--- src/rtl/fsmc_pkg.sv ---
// Shared register map and bit positions for the FSMC register bank.
package fsmc_pkg;

  // Register indices presented on cs by fsmc_interface
  localparam logic [3:0] REG_CTRL    = 4'h0;
  localparam logic [3:0] REG_STATUS  = 4'h1;
  localparam logic [3:0] REG_SCRATCH = 4'h2;
  localparam logic [3:0] REG_FIFO    = 4'h3;
  localparam logic [3:0] REG_IRQCLR  = 4'h4;
  localparam logic [3:0] REG_ID      = 4'h5;

  // CTRL bit positions
  localparam int CTRL_EN_BIT    = 0;
  localparam int CTRL_FLUSH_BIT = 1;
  localparam int CTRL_IRQEN_BIT = 2;

  // STATUS bit positions (fill count lives in [7:0])
  localparam int STAT_EMPTY_BIT = 8;
  localparam int STAT_FULL_BIT  = 9;
  localparam int STAT_OVF_BIT   = 10;

  // IRQCLR bit that clears the sticky overflow flag
  localparam int IRQCLR_OVF_BIT = 0;

endpackage

--- src/rtl/sync_fifo.sv ---
// First-word-fall-through synchronous FIFO with flush, used as the MCU read queue.
module sync_fifo #(
  parameter int DATA_W     = 16,
  parameter int FIFO_DEPTH = 16,
  localparam int AW        = $clog2(FIFO_DEPTH),
  localparam int CW        = AW + 1
) (
  input  logic              clk,
  input  logic              reset_n,
  input  logic              i_push,
  input  logic              i_pop,
  input  logic              i_flush,
  input  logic [DATA_W-1:0] i_data,
  output logic [DATA_W-1:0] o_head,
  output logic [CW-1:0]     o_count,
  output logic              o_empty,
  output logic              o_full
);

  logic [DATA_W-1:0] r_mem [FIFO_DEPTH];
  logic [AW-1:0]     r_wr_ptr;
  logic [AW-1:0]     r_rd_ptr;
  logic [CW-1:0]     r_count;
  logic              w_push;
  logic              w_pop;

  // Requests that would overrun or underrun are silently dropped here
  assign w_push  = i_push & ~o_full;
  assign w_pop   = i_pop & ~o_empty;
  assign o_empty = (r_count == '0);
  assign o_full  = (r_count == CW'(FIFO_DEPTH));
  assign o_count = r_count;
  assign o_head  = o_empty ? '0 : r_mem[r_rd_ptr];

  // Pointer and occupancy tracking; flush takes priority over push and pop
  always_ff @(posedge clk or negedge reset_n) begin
    if (!reset_n) begin
      r_wr_ptr <= '0;
      r_rd_ptr <= '0;
      r_count  <= '0;
    end else if (i_flush) begin
      r_wr_ptr <= '0;
      r_rd_ptr <= '0;
      r_count  <= '0;
    end else begin
      if (w_push) r_wr_ptr <= r_wr_ptr + 1'b1;
      if (w_pop)  r_rd_ptr <= r_rd_ptr + 1'b1;
      case ({w_push, w_pop})
        2'b10:   r_count <= r_count + CW'(1);
        2'b01:   r_count <= r_count - CW'(1);
        default: r_count <= r_count;
      endcase
    end
  end

  // Storage array; contents need no reset because the empty flag masks the head
  always_ff @(posedge clk) begin
    if (w_push && !i_flush) r_mem[r_wr_ptr] <= i_data;
  end

endmodule

--- src/rtl/fsmc_reg_bank.sv ---
// Register bank and producer FIFO sitting behind fsmc_interface, with MCU interrupt.
module fsmc_reg_bank
  import fsmc_pkg::*;
#(
  parameter int                DATA_W     = 16,
  parameter int                FIFO_DEPTH = 16,
  parameter logic [DATA_W-1:0] ID_VALUE   = 16'hFA01
) (
  input  logic              clk,
  input  logic              reset_n,
  input  logic [3:0]        cs,
  input  logic              state,
  input  logic [DATA_W-1:0] bus_wdata,
  input  logic              noe_n,
  output logic [DATA_W-1:0] bus_rdata,
  input  logic              in_valid,
  input  logic [DATA_W-1:0] in_data,
  output logic              in_ready,
  output logic              ctrl_en,
  output logic              irq
);

  localparam int CW = $clog2(FIFO_DEPTH) + 1;

  logic              r_state_d;
  logic              r_noe_s1;
  logic              r_noe_s2;
  logic              r_noe_d;
  logic              r_enable;
  logic              r_irq_en;
  logic              r_flush_pend;
  logic              r_overflow;
  logic [DATA_W-1:0] r_scratch;
  logic [DATA_W-1:0] r_rdata;
  logic              r_irq;

  logic              w_commit;
  logic              w_wr_ctrl;
  logic              w_wr_scratch;
  logic              w_ovf_clr;
  logic              w_pop;
  logic              w_push;
  logic              w_ovf_evt;
  logic [DATA_W-1:0] w_head;
  logic [CW-1:0]     w_count;
  logic              w_empty;
  logic              w_full;
  logic [DATA_W-1:0] w_rdata_next;

  // A write lands when the write-data phase ends (state falls)
  assign w_commit     = r_state_d & ~state;
  assign w_wr_ctrl    = w_commit & (cs == REG_CTRL);
  assign w_wr_scratch = w_commit & (cs == REG_SCRATCH);
  assign w_ovf_clr    = w_commit & (cs == REG_IRQCLR) & bus_wdata[IRQCLR_OVF_BIT];

  // A read completes on the synchronised rising edge of NOE; popping an empty FIFO is harmless
  assign w_pop = r_noe_s2 & ~r_noe_d & (cs == REG_FIFO) & ~w_empty;

  // No bypass: a full FIFO refuses a word even if a pop happens in the same cycle
  assign in_ready  = r_enable & ~w_full & ~r_flush_pend;
  assign w_push    = in_valid & in_ready;
  assign w_ovf_evt = in_valid & r_enable & w_full;

  assign ctrl_en   = r_enable;
  assign irq       = r_irq;
  assign bus_rdata = r_rdata;

  sync_fifo #(
    .DATA_W     (DATA_W),
    .FIFO_DEPTH (FIFO_DEPTH)
  ) u_fifo (
    .clk     (clk),
    .reset_n (reset_n),
    .i_push  (w_push),
    .i_pop   (w_pop),
    .i_flush (r_flush_pend),
    .i_data  (in_data),
    .o_head  (w_head),
    .o_count (w_count),
    .o_empty (w_empty),
    .o_full  (w_full)
  );

  // Write-phase history and NOE synchroniser; NOE idles high so the sync chain resets to 1
  always_ff @(posedge clk or negedge reset_n) begin
    if (!reset_n) begin
      r_state_d <= 1'b0;
      r_noe_s1  <= 1'b1;
      r_noe_s2  <= 1'b1;
      r_noe_d   <= 1'b1;
    end else begin
      r_state_d <= state;
      r_noe_s1  <= noe_n;
      r_noe_s2  <= r_noe_s1;
      r_noe_d   <= r_noe_s2;
    end
  end

  // Writable registers; flush is a one-cycle request consumed by the FIFO the cycle after commit
  always_ff @(posedge clk or negedge reset_n) begin
    if (!reset_n) begin
      r_enable     <= 1'b0;
      r_irq_en     <= 1'b0;
      r_flush_pend <= 1'b0;
      r_scratch    <= '0;
    end else begin
      r_flush_pend <= w_wr_ctrl & bus_wdata[CTRL_FLUSH_BIT];
      if (w_wr_ctrl) begin
        r_enable <= bus_wdata[CTRL_EN_BIT];
        r_irq_en <= bus_wdata[CTRL_IRQEN_BIT];
      end
      if (w_wr_scratch) r_scratch <= bus_wdata;
    end
  end

  // Sticky overflow; a new overflow in the same cycle as a clear wins so no event is lost
  always_ff @(posedge clk or negedge reset_n) begin
    if (!reset_n)        r_overflow <= 1'b0;
    else if (w_ovf_evt)  r_overflow <= 1'b1;
    else if (w_ovf_clr)  r_overflow <= 1'b0;
  end

  // Read mux selected by the current register index
  always_comb begin
    w_rdata_next = '0;
    case (cs)
      REG_CTRL: begin
        w_rdata_next[CTRL_EN_BIT]    = r_enable;
        w_rdata_next[CTRL_IRQEN_BIT] = r_irq_en;
      end
      REG_STATUS: begin
        w_rdata_next[7:0]            = 8'(w_count);
        w_rdata_next[STAT_EMPTY_BIT] = w_empty;
        w_rdata_next[STAT_FULL_BIT]  = w_full;
        w_rdata_next[STAT_OVF_BIT]   = r_overflow;
      end
      REG_SCRATCH: w_rdata_next = r_scratch;
      REG_FIFO:    w_rdata_next = w_head;
      REG_ID:      w_rdata_next = ID_VALUE;
      default:     w_rdata_next = '0;
    endcase
  end

  // Registered read data and interrupt, refreshed every clock
  always_ff @(posedge clk or negedge reset_n) begin
    if (!reset_n) begin
      r_rdata <= '0;
      r_irq   <= 1'b0;
    end else begin
      r_rdata <= w_rdata_next;
      r_irq   <= r_irq_en & (~w_empty | r_overflow);
    end
  end

endmodule
--- config.mk ---
export PLATFORM = sky130hd
export DESIGN_NAME = fsmc_reg_bank
export DESIGN_NICKNAME = d
export VERILOG_FILES = /design/src/rtl/fsmc_pkg.sv /design/src/rtl/sync_fifo.sv /design/src/rtl/fsmc_reg_bank.sv
export SDC_FILE = /design/constraint.sdc
export NUM_CORES = 1
export LEC_CHECK = 0
export ABC_CLOCK_PERIOD_IN_PS = 2600
export CAP_MARGIN = 20
export CELL_PAD_IN_SITES_DETAIL_PLACEMENT = 1
export CELL_PAD_IN_SITES_GLOBAL_PLACEMENT = 1
export CORE_AREA = 2 2 171 173
export CTS_CLUSTER_SIZE = 40
export DETAILED_ROUTE_END_ITERATION = 10
export DIE_AREA = 0 0 173 175
export GPL_TIMING_DRIVEN = 0
export PLACE_DENSITY = 0.81
export SLEW_MARGIN = 40
export SYNTH_ARGS = -nofsm -noshare
export SYNTH_HDL_FRONTEND = slang
export SYNTH_SLANG_ARGS = --single-unit
--- constraint.sdc ---
create_clock -name clk -period 2.6 [get_ports clk]
set_clock_uncertainty 0.05 [all_clocks]
set_input_delay 0.52 -clock clk [delete_from_list [all_inputs] [get_ports clk]]
set_output_delay 0.52 -clock clk [all_outputs]
set_load 0.01 [all_outputs]
==> results_dict.tcl <==
set metrics [dict create \
    final.period_utilization 1.029 \
    synthDistinctLibCells 56 \
    fin_hold_ws_ps 270.5 \
    final_area_um2 14560 \
    cts_sinks 310 \
    synth_warnings 0 \
    p_per_area_nw_per_um2 848.5 \
    ys_seq_elements 310 \
    start_util 0.4329 \
    final_nets 749 \
    status "finished with violations" \
    fin_ws_ps -75.23 \
    crit_path_end "u_fifo.o_count[4]" \
    worstPathMaxFanout 5 \
    syn_inst 598 \
    violations "negative setup slack" \
    firstDrtPassIters 5 \
    synth_area_leaders "edfxtp_1, mux4_2, dfrtp_1" \
    ys_seq_area_frac 0.7357 \
    gp_congestion 0.8029 \
    wl_um 30130 \
    cts.clk_slew.worst_paths_ps 70 \
    drv_cap 0 \
    period_minus_slack_ps 2675 \
    synth_top_family_by_area "multiplexers" \
    synthAdderAreaFrac 0.007126 \
    synth_top_area_cell "edfxtp_1" \
    seqCellArea_um2 9044 \
    synth_xor_area_frac 0.006515 \
    min_from "cs[2]" \
    die_h_um 175 \
    cts-htree-levels 1 \
    drt-wirelength-per-cell_um 27.21 \
    cp-end-kind "flop" \
    drtIter0Drc 712 \
    dp_hpwl_um 17940 \
    grt_pass1_vias 6955 \
    post-route-drc-count 0 \
    hold_viol 0 \
    synth-edff-count 256 \
    required_ps 3000 \
    drv_slew 0 \
    avgSynthCellArea_um2 20.55 \
    rows 62 \
    cts-root-buf "clkbuf_16" \
    synth_flop_cell "edfxtp_1" \
    final_common_cell "edfxtp_1" \
    die_area_um2 30280 \
    multiInputGateArea_um2 3134 \
    worstReg2RegStart "u_fifo.o_count[1]" \
    post-place-ws_ps -748.7 \
    synth.area.mux_share 0.1646 \
    crit_arrival_ps 3070 \
    syn_area_um2 12290 \
    relSlewSlack 0.4234 \
    clock_path_buffers 3 \
    crit_start "u_fifo.o_count[1]" \
    grt_start_max_net_pins 46 \
    synth_compound_area_frac 0.02698 \
    place_area_um2 13390 \
    clk_latency_ps 560 \
    vias_per_cell 5.698 \
    cts_tree "yes" \
    numCtsBuffers 30 \
    ios 60 \
    ant_nets 0 \
    start_kind "flop" \
    async_reset_ff_frac 0.1742 \
    yosys.area_share.simple 0.04042 \
    globalRouteOverflowTotal 0 \
    drive_gt1_frac 0.2950 \
    core_area_um2 28390 \
    ir_drop_mv 0.5717 \
    antenna_found_initial 1 \
    area_growth_pct 18.43 \
    rsz0062_at_grt "yes" \
    worst_pin_slew_ps 864.9 \
    r2r_slack_ps -80 \
    hp-class "in2reg" \
    reg2reg_to "u_fifo.o_count[4]" \
    via_count 6308 \
    synth_fp_nets 646 \
    dieWidth_um 173 \
    fillCellCount 2587 \
    fmax_ghz 0.3738 \
    grt_pass1_wl_um 44390 \
    place.port_buffers 57 \
    grt_use_total 0.2000 \
    setup_viol 1 \
    yosysTopAreaCellShare 0.6255 \
    layout_common_cells "edfxtp_1, mux4_2, clkdlybuf4s50_1" \
    crit_type "reg2reg" \
    power_leakage_nw 4.878 \
    r2r_cells 10 \
]
==> synth_stat cells (2+ instances only) <==
| cell type | n |
|---|---|
| nor2b_1 | 2 |
| nor4_1 | 3 |
| nand2_1 | 8 |
| dfstp_2 | 3 |
| nand4_1 | 2 |
| nand3b_1 | 2 |
| a22oi_1 | 5 |
| buf_2 | 18 |
| nor3b_1 | 4 |
| mux2_1 | 7 |
| mux2i_1 | 3 |
| clkbuf_1 | 8 |
| dfrtp_1 | 51 |
| and3_1 | 2 |
| mux2_2 | 10 |
| nor3b_2 | 2 |
| nand2b_1 | 2 |
| xnor2_1 | 3 |
| mux4_2 | 80 |
| a31oi_1 | 2 |
| ha_1 | 7 |
| o21ai_0 | 12 |
| nor3_1 | 2 |
| nand3_1 | 3 |
| edfxtp_1 | 256 |
| xor2_1 | 3 |
| and2_1 | 14 |
| a32o_1 | 4 |
| buf_6 | 3 |
| inv_1 | 17 |
| and4_1 | 4 |
| o21ai_1 | 5 |
| a21oi_1 | 11 |
| nor2_1 | 16 |
| or3_1 | 3 |
==> cell families (layout without fill, tap and decap cells) <==
logic type      after synthesis  count (layout)
fa+ha+maj                     7               7
buf+inv                      48             172
mux                         100             100
compound gates               48              48
xor+xnor                      7               7
other cells                   0               1
flops                       310             310
simple gates                 78              78
==> sequential cells by signal, indices dropped and copies added (netlist names), 4 cells and up <==
register / count
u_fifo.r_mem: 256
bus_rdata: 16
r_scratch: 16
u_fifo.o_count: 5
u_fifo.r_rd_ptr: 4
u_fifo.r_wr_ptr: 4
==> routing by layer <==
layer / global-route usage / routed length (um) / vias up
li1: - / - / 2636
met1: 0.2475 / 11990 / 3303
met4: 0.08898 / 1239 / 0
met5: 0 / 0 / -
met3: 0.03568 / 1871 / 83
met2: 0.3462 / 15030 / 286
==> report_power, final <==
part,internal (mW),switching (mW),total [mW]
Clock,2.39,1.86,4.25
Sequential,5.65,0.160,5.81
Combinational,1.12,1.17,2.29
Total,9.16,3.19,12.4
==> worst max-delay path, cell delays in order (launching register included) <==
cell and delay, ps:
dfrtp_1 380, buf_6 130, or4_4 580, o2111ai_4 240, nor2_4 60, xor2_2 180, ha_2 190, o31a_1 270
nor4_4 200, o21ai_1 100, nor3b_2 160
==> layout make-up <==
type                    instances  share of cell area
flip-flops and latches        310              0.6213
multi-input cells             240              0.2153
clock buffers                  37             0.05484
repair buffers                 71             0.04754
well taps                     384             0.03301
plain buffers                  31             0.01272
clock inverters                16             0.01066
inverters                      17            0.004384
diodes                          1           0.0001719
==> worst min path at each step <==
| stage | slack, ps | depth (start not counted) | to |
|---|---|---|---|
| after floorplan | 170 | 0 | bus_rdata[0] |
| after global routing | 280 | 3 | r_overflow |
| after detailed placement | 300 | 0 | r_noe_s2 |
| final | 270 | 3 | r_overflow |
| after CTS | 250 | 3 | r_overflow |
| after global placement | 300 | 0 | r_noe_s2 |
==> timing repair <==
action                                 in CTS  in global routing
setup endpoints to repair                 262                229
hold buffers                                1                  0
pin swaps                                   7                 10
endpoints found under the hold margin      34                  0
setup buffers                               5                  7
gates resized for setup                    22                 19
==> stage by stage <==
stage | utilization | setup TNS [ps] | total power, mW | cells
final | 0.5126 | -75.23 | 12.35 | 1107
after global routing | 0.5126 | -2511 | 12.74 | 1106
after CTS | 0.5083 | -4307 | 12.31 | 1099
after detailed placement | 0.4715 | -157470 | 8.010 | 1040
after global placement | 0.4701 | -260950 | 7.894 | 1039
after floorplan | - | 0 | 7.281 | 598
Power figures use the tool's default switching activity.
